File: src/rtl/gated_sr2_pkg.sv
// Shared types and next-state rule for the gated SR storage element.
package gated_sr2_pkg;

  // State encoding. 2'b11 is unused and recovers to ST_Q0.
  typedef enum logic [1:0] {
    ST_Q0        = 2'b00,
    ST_Q1        = 2'b01,
    ST_FORBIDDEN = 2'b10
  } state_e;

  // Next state from the current state and the gated S/R inputs.
  // An illegal encoding always goes to ST_Q0, even when the gate is closed.
  function automatic state_e next_state(
    input state_e state,
    input logic   en,
    input logic   s,
    input logic   r
  );
    state_e nxt;
    nxt = ST_Q0;
    case (state)
      ST_Q0, ST_Q1, ST_FORBIDDEN: begin
        if (!en) begin
          nxt = state;
        end else begin
          case ({s, r})
            // Idle inputs hold, but a captured S=R=1 resolves to reset,
            // making the NOR latch race deterministic.
            2'b00:   nxt = (state == ST_FORBIDDEN) ? ST_Q0 : state;
            2'b10:   nxt = ST_Q1;
            2'b01:   nxt = ST_Q0;
            default: nxt = ST_FORBIDDEN;
          endcase
        end
      end
      default: nxt = ST_Q0;
    endcase
    return nxt;
  endfunction

endpackage

File: src/rtl/gated_sr2_decode.sv
// Combinational decode of the state register into Q, Qbar and invalid.
module gated_sr2_decode
  import gated_sr2_pkg::*;
(
  input  state_e i_state,
  output logic   o_q,
  output logic   o_qbar,
  output logic   o_invalid
);

  // Map each state to its output triple; unused encodings read as ST_Q0.
  always_comb begin
    // NOTE: every output gets a value before the case so no path leaves one
    // unassigned, which would infer a latch.
    o_q       = 1'b0;
    o_qbar    = 1'b1;
    o_invalid = 1'b0;
    case (i_state)
      ST_Q1: begin
        o_q    = 1'b1;
        o_qbar = 1'b0;
      end
      ST_FORBIDDEN: begin
        o_q       = 1'b0;
        o_qbar    = 1'b0;
        o_invalid = 1'b1;
      end
      default: begin
        o_q       = 1'b0;
        o_qbar    = 1'b1;
        o_invalid = 1'b0;
      end
    endcase
  end

endmodule

File: src/rtl/gated_sr2.sv
// Clocked, enable-gated SR storage element modelling a NOR gated SR latch,
// including the S=R=1 forbidden condition as an explicit state.
module gated_sr2
  import gated_sr2_pkg::*;
(
  input  logic clk,
  input  logic rst_n,
  input  logic R,
  input  logic S,
  input  logic EN,
  output logic Q,
  output logic Qbar,
  output logic invalid
);

  state_e r_state;
  state_e w_next_state;

  // Next-state logic from the registered state and the sampled inputs.
  always_comb begin
    w_next_state = next_state(r_state, EN, S, R);
  end

  // State register; reset forces ST_Q0 asynchronously.
  always_ff @(posedge clk or negedge rst_n) begin
    // NOTE: sequential state uses non-blocking assignment so every register
    // samples pre-edge values regardless of block ordering.
    if (!rst_n) begin
      r_state <= ST_Q0;
    end else begin
      r_state <= w_next_state;
    end
  end

  // Outputs depend only on the state register, never directly on inputs.
  gated_sr2_decode u_decode (
    .i_state   (r_state),
    .o_q       (Q),
    .o_qbar    (Qbar),
    .o_invalid (invalid)
  );

endmodule

File: config.mk
export PLATFORM = sky130hd
export DESIGN_NAME = gated_sr2
export DESIGN_NICKNAME = d
export VERILOG_FILES = /design/src/rtl/gated_sr2_pkg.sv /design/src/rtl/gated_sr2_decode.sv /design/src/rtl/gated_sr2.sv
export SDC_FILE = /design/constraint.sdc
export NUM_CORES = 1
export LEC_CHECK = 0
export BUFFER_PORTS_ARGS = -buffer_cell sky130_fd_sc_hd__buf_2
export CAP_MARGIN = 25
export CORE_AREA = 2 2 39 41
export DETAILED_ROUTE_END_ITERATION = 6
export DIE_AREA = 0 0 41 43
export GPL_ROUTABILITY_DRIVEN = 1
export GPL_TIMING_DRIVEN = 1
export SYNTH_ARGS = -nofsm -noshare
export SYNTH_HDL_FRONTEND = slang
export SYNTH_SLANG_ARGS = --single-unit
export TNS_END_PERCENT = 20
File: constraint.sdc
create_clock -name clk -period 3.5 [get_ports clk]
set_input_delay 0.35 -clock clk [delete_from_list [all_inputs] [get_ports clk]]
set_output_delay 0.35 -clock clk [all_outputs]
set_load 0.1 [all_outputs]
==> flow_metrics.py, run 1 <==
metrics = {
    "drt": {
        "wl_per_cell_microns": 7.000,
        "routed_wirelength_microns": 294,
        "final_antenna_net_count": 0,
        "dr.pass1.iters": 1,
        "drcViolationCount": 0,
        "drt_iter0_markers": 0,
        "viasPerCell": 3.333,
        "vias": 140,
    },
    "timing": {
        "drv_slew": 0,
        "tightest_slew_ps": 485.0,
        "rsz0062_at_grt": "no",
        "fin_crit_ps": 1680,
        "max_clock_freq_ghz": 0.5951,
        "skew_ps": 1.032,
        "fin_crit_sh_pct": 48.01,
        "setup-tns-final_ps": 0,
        "relSlewSlack_pct": 67.89,
        "final_hold_viol_count": 0,
        "finalSetupViolations": 0,
    },
    "cells_and_area": {
        "area_growth_pct": 58.82,
        "top_register": "r_state",
        "layout_common_cells": "buf_2, ha_1, clkbuf_4",
        "drive_above_1_share_pct": 38.46,
        "final_area_sq_um": 236.5,
        "n_fill_cell": 158,
        "final_common_cell": "buf_2",
        "largest_reg_flops": 2,
        "regArea_sq_um": 50.05,
        "antenna_cells": 0,
        "reg.largest.list": "r_state: 2 flops",
        "multi_input_area_sq_um": 91.34,
        "nNetsFinal": 36,
    },
    "synthesis": {
        "syn_nets": 23,
        "synthCells": 15,
        "synthXorXnorAreaFrac_pct": 0,
        "synth_compound_area_share_pct": 14.29,
        "synth_top_family_by_area": "adder cells",
        "synth.avg_cell_area_sq_um": 9.926,
        "yosys_warnings": 0,
        "synth_adder_area_share_pct": 25.21,
        "synthSimpleGateAreaFrac_pct": 21.85,
        "synth_cell_type_count": 11,
        "seq_area_frac_synth_pct": 33.61,
        "synth_mux_area_share_pct": 0,
        "syn-cell-area_sq_um": 148.9,
        "yosysTopAreaCell": "dfrtp_1",
        "synth_seq_cells": 2,
        "synth_top_area_share_pct": 33.61,
        "netlist_top_cells_area": "dfrtp_1, ha_1, a32o_1",
    },
    "placed_design": {
        "hpwl_microns": 237.2,
        "place_area_sq_um": 203.9,
        "place_congestion": 0.6368,
        "portBuffers": 7,
    },
    "critical_path": {
        "arrival_ps": 1330,
        "path_cells": "inv_1 > ha_1 > buf_2",
        "slowest_stage": "buf_2",
        "path_class": "reg2out",
        "worst_setup_path_end_kind": "output pin",
        "crit_fanout": 4,
        "cp.required_ps": 3150,
        "slowest_delay_ps": 410,
        "cp-start-kind": "flop",
    },
    "floorplan": {
        "rows": 14,
        "die_y_microns": 43,
        "start_util_pct": 10.76,
        "dieArea_sq_um": 1763,
        "die_w_microns": 41,
        "ioPinCount": 8,
        "coreArea_sq_um": 1384,
    },
    "hold_path": {
        "hold_path.class": "in2reg",
    },
    "global_routing": {
        "grt_max_degree": 6,
        "grt_first_pass_wirelength_microns": 489,
        "track_usage_pct": 4.609,
        "grt_remaining_overflow": 0,
        "antenna_found_initial": 0,
        "grt_pass1_vias": 139,
    },
    "run_status": {
        "run_status": "completed",
    },
    "clocking": {
        "insertion_delay_ps": 220,
        "postCtsHoldBufs": 1,
        "clk_path_buf_depth": 2,
        "numCtsBuffers": 3,
        "clk_pin_slew_ps": 30,
        "cts.sinks": 2,
        "cts_resized": 0,
        "htreeDepth": 1,
        "root_buffer": "clkbuf_4",
        "cts_setup_buffers": 0,
        "cts_tree": "done",
    },
    "power": {
        "ir_drop_uv": 126.5,
        "cellPowerDensity_nw_per_um2": 710.9,
        "p_leak_nw": 0.1189,
    },
    "flow_run": {
        "drv_cap": 0,
    },
}
[routing by layer]
layer,GRT usage (%),part of all wire [%],vias to the layer above
met5,0,0,-
met2,6.250,59,2
li1,-,-,76
met3,1.571,2.4,0
met4,8.000,0,0
met1,3.514,39,62
[final timing paths]
check	slack, ps	from	endpoint	depth (start not counted)
worst max-delay path	1820	r_state[0]$_DFFE_PN0P_	Qbar	3
worst min-delay path	410	S	r_state[0]$_DFFE_PN0P_	2
worst max register to register	2140	r_state[0]$_DFFE_PN0P_	r_state[1]$_DFFE_PN0P_	4
worst min register to register	670	r_state[0]$_DFFE_PN0P_	r_state[1]$_DFFE_PN0P_	2
max in group asynchronous	2960	rst_n	r_state[1]$_DFFE_PN0P_	2
min in group asynchronous	450	rst_n	r_state[0]$_DFFE_PN0P_	2
[power breakdown]
part,internal [W],total (W),switching (W)
registers,0.0000272,0.0000317,0.00000443
clock network,0.0000378,0.0000505,0.0000127
logic,0.0000157,0.0000859,0.0000702
total,0.0000807,0.000168,0.0000874
[final cells by class]
| type | count | area share [%] |
|---|---|---|
| Timing Repair Buffer | 8 | 19.05 |
| Multi-Input combinational cell | 11 | 38.62 |
| Tap cell | 16 | 8.466 |
| Sequential cell | 2 | 21.16 |
| Inverter | 2 | 3.175 |
| Clock buffer | 3 | 9.524 |
[logic make-up after synthesis]
family,count (synthesis)
AO/OA/AOI/OAI,3
AND/OR/NAND/NOR,5
buffers and inverters,2
flip-flops,2
adder cells (fa/ha/maj),3
[Yosys cell counts]
cell type / instances
or2b_1: 1
o21ai_0: 1
or4b_1: 1
inv_1: 2
nor2_1: 1
dfrtp_1: 2
nand3_1: 1
nor2b_1: 1
ha_1: 3
a31oi_1: 1
a32o_1: 1
[critical path: cells and delay by family, from the launching register on]
kind                       cells  cell delay, ps
buffers and inverters          2             470
DFF                            1             380
adders and majority gates      1             260
[per-stage QoR]
step           std cells  utilization, %  hold slack (ps)  setup WS (ps)  total power, W
2_1_floorplan         15               -            54.41           1714       0.0001091
3_3_place_gp          38           14.74            136.6           2037       0.0001175
3_5_place_dp          38           14.74            135.9           2038       0.0001177
4_1_cts               42           17.09            407.6           1795       0.0001725
5_1_grt               42           17.09            437.2           1768       0.0001772
6_report              42           17.09            411.7           1820       0.0001681
Note: power is estimated with default switching activity, not from simulation.
==> inputs of run 2 (changes only) <==
==> constraint.sdc (replaced) <==
create_clock -name clk -period 1.55 [get_ports clk]
set_input_delay 0.155 -clock clk [delete_from_list [all_inputs] [get_ports clk]]
set_output_delay 0.155 -clock clk [all_outputs]
set_load 0.1 [all_outputs]
==> run 2 against run 1 <==
Count of clock-buffer cells in the layout unchanged. Wire length up 16%. Register-to-register slack worse by 2000 ps. Clock skew about the same. Non-clock buffer count unchanged. Via count up 2.9%. Cell count unchanged. Combinational power rose to 2.7 times the previous value. Total power rose to 2.5 times the previous value. Global-route usage up 1.0 points. First-iteration DRC count up 3. Critical path type unchanged.
==> flow_metrics.py, run 2 (same netlist as run 1, synthesis figures left out) <==
metrics = {
    "run_status": {
        "run_status": "completed",
    },
    "flow_run": {
        "drv_cap": 0,
    },
    "timing": {
        "setup-tns-final_ps": 0,
        "drv_slew": 0,
        "skew_ps": 1.277,
        "tightest_slew_ps": 481.9,
        "rsz0062_at_grt": "no",
        "max_clock_freq_ghz": 0.6860,
        "final_hold_viol_count": 0,
        "holdWs_ps": 215.8,
        "fin_crit_sh_pct": 94.04,
        "finalSetupViolations": 0,
        "relSlewSlack_pct": 68.09,
        "fin_crit_ps": 1458,
    },
    "cells_and_area": {
        "multi_input_area_sq_um": 93.84,
        "area_growth_pct": 70.59,
        "layout_common_cells": "buf_2, clkbuf_4, inv_1, ha_1, dfrtp_1",
        "top_register": "r_state",
        "n_fill_cell": 158,
        "final_common_cell": "buf_2",
        "reg.largest.list": "r_state: 2 flops",
        "antenna_cells": 0,
        "largest_reg_flops": 2,
        "drive_above_1_share_pct": 42.31,
        "nNetsFinal": 36,
        "regArea_sq_um": 50.05,
    },
    "critical_path": {
        "path_class": "reg2out",
        "crit_fanout": 4,
        "cp-start-kind": "flop",
        "worst_setup_path_end_kind": "output pin",
        "arrival_ps": 1300,
        "cp.required_ps": 1390,
    },
    "power": {
        "cellPowerDensity_nw_per_um2": 1655,
        "p_leak_nw": 0.1235,
        "ir_drop_uv": 438.8,
    },
    "floorplan": {
        "ioPinCount": 8,
        "coreArea_sq_um": 1384,
        "start_util_pct": 10.76,
        "rows": 14,
        "die_w_microns": 41,
        "die_y_microns": 43,
        "dieArea_sq_um": 1763,
    },
    "drt": {
        "drcViolationCount": 0,
        "wl_per_cell_microns": 8.119,
        "drt_iter0_markers": 3,
        "viasPerCell": 3.429,
        "vias": 144,
        "routed_wirelength_microns": 341,
        "final_antenna_net_count": 0,
        "dr.pass1.iters": 2,
    },
    "global_routing": {
        "grt_first_pass_wirelength_microns": 565,
        "grt_remaining_overflow": 0,
        "track_usage_pct": 5.611,
        "grt_pass1_vias": 153,
        "antenna_found_initial": 0,
        "grt_max_degree": 6,
    },
    "clocking": {
        "cts.sinks": 2,
        "insertion_delay_ps": 220,
        "clk_pin_slew_ps": 30,
        "htreeDepth": 1,
        "cts_resized": 0,
        "clk_path_buf_depth": 2,
        "cts_setup_buffers": 0,
        "cts_tree": "done",
        "numCtsBuffers": 3,
        "root_buffer": "clkbuf_4",
    },
    "hold_path": {
        "hold_path.class": "in2reg",
    },
    "placed_design": {
        "portBuffers": 7,
        "place_congestion": 0.6353,
    },
}
-- run 2: cell types whose count changed in the layout (fill, tap and decap cells not counted) --
| cell | previous run | this run |
|---|---|---|
| ha_2 | 0 | 1 |
| buf_12 | 0 | 1 |
| ha_1 | 3 | 2 |
| buf_2 | 7 | 6 |
-- run 2: critical path: stages, from the launching register on --
cell     delay (ps)
dfrtp_1         400
inv_1            80
ha_2            180
buf_2           420
-- run 2: where the power goes --
group / internal [W] / switching (W) / total [W]
Clock: 0.0000853 / 0.0000278 / 0.000113
Sequential: 0.0000615 / 0.0000108 / 0.0000723
Combinational: 0.0000690 / 0.000166 / 0.000235
-- run 2: cell type report --
class | count | share of cell area, %
clock buffer | 3 | 8.867
inverter | 2 | 2.956
multi-input combinational | 11 | 36.95
sequential | 2 | 19.70
tap | 16 | 7.882
timing repair buffer | 8 | 23.65
-- run 2: timing repair --
action | CTS | global route
setup endpoints to repair | 0 | 0
hold buffers | 1 | 0
hold endpoints to repair | 2 | 0
-- run 2: through the flow --
stage	instance area, sq um	total power [W]	setup WS, ps	std cells	utilization (%)
global placement	221.5	0.0003049	195.9	38	16.00
CTS	254.0	0.0004307	81.75	42	18.35
detailed placement	221.5	0.0003081	156.4	38	16.00
floorplan	151.4	0.0002531	27.42	15	-
global route	254.0	0.0004474	39.38	42	18.35
finish	254.0	0.0004203	92.35	42	18.35
-- run 2: path summary, 6_finish.rpt --
path                            slack [ps]                     end                   start  cells past startpoint
worst min register to register         700  r_state[0]$_DFFE_PN0P_  r_state[0]$_DFFE_PN0P_                      2
worst max register to register         150  r_state[1]$_DFFE_PN0P_  r_state[0]$_DFFE_PN0P_                      4
worst max-delay path                    90                 invalid  r_state[0]$_DFFE_PN0P_                      3
worst min-delay path                   220  r_state[0]$_DFFE_PN0P_                       S                      2
min in group asynchronous              250  r_state[0]$_DFFE_PN0P_                   rst_n                      2
max in group asynchronous             1200  r_state[1]$_DFFE_PN0P_                   rst_n                      2
-- run 2: layer usage --
layer  vias up  share of wire (%)  GRT usage [%]  wire length [microns]
met3         0                2.3          4.712                      8
met4         0                  0          8.000                      0
li1         76                  -              -                      -
met2         2                 56          6.563                    190
met5         -                  0              0                      0
met1        66                 42          4.473                    143
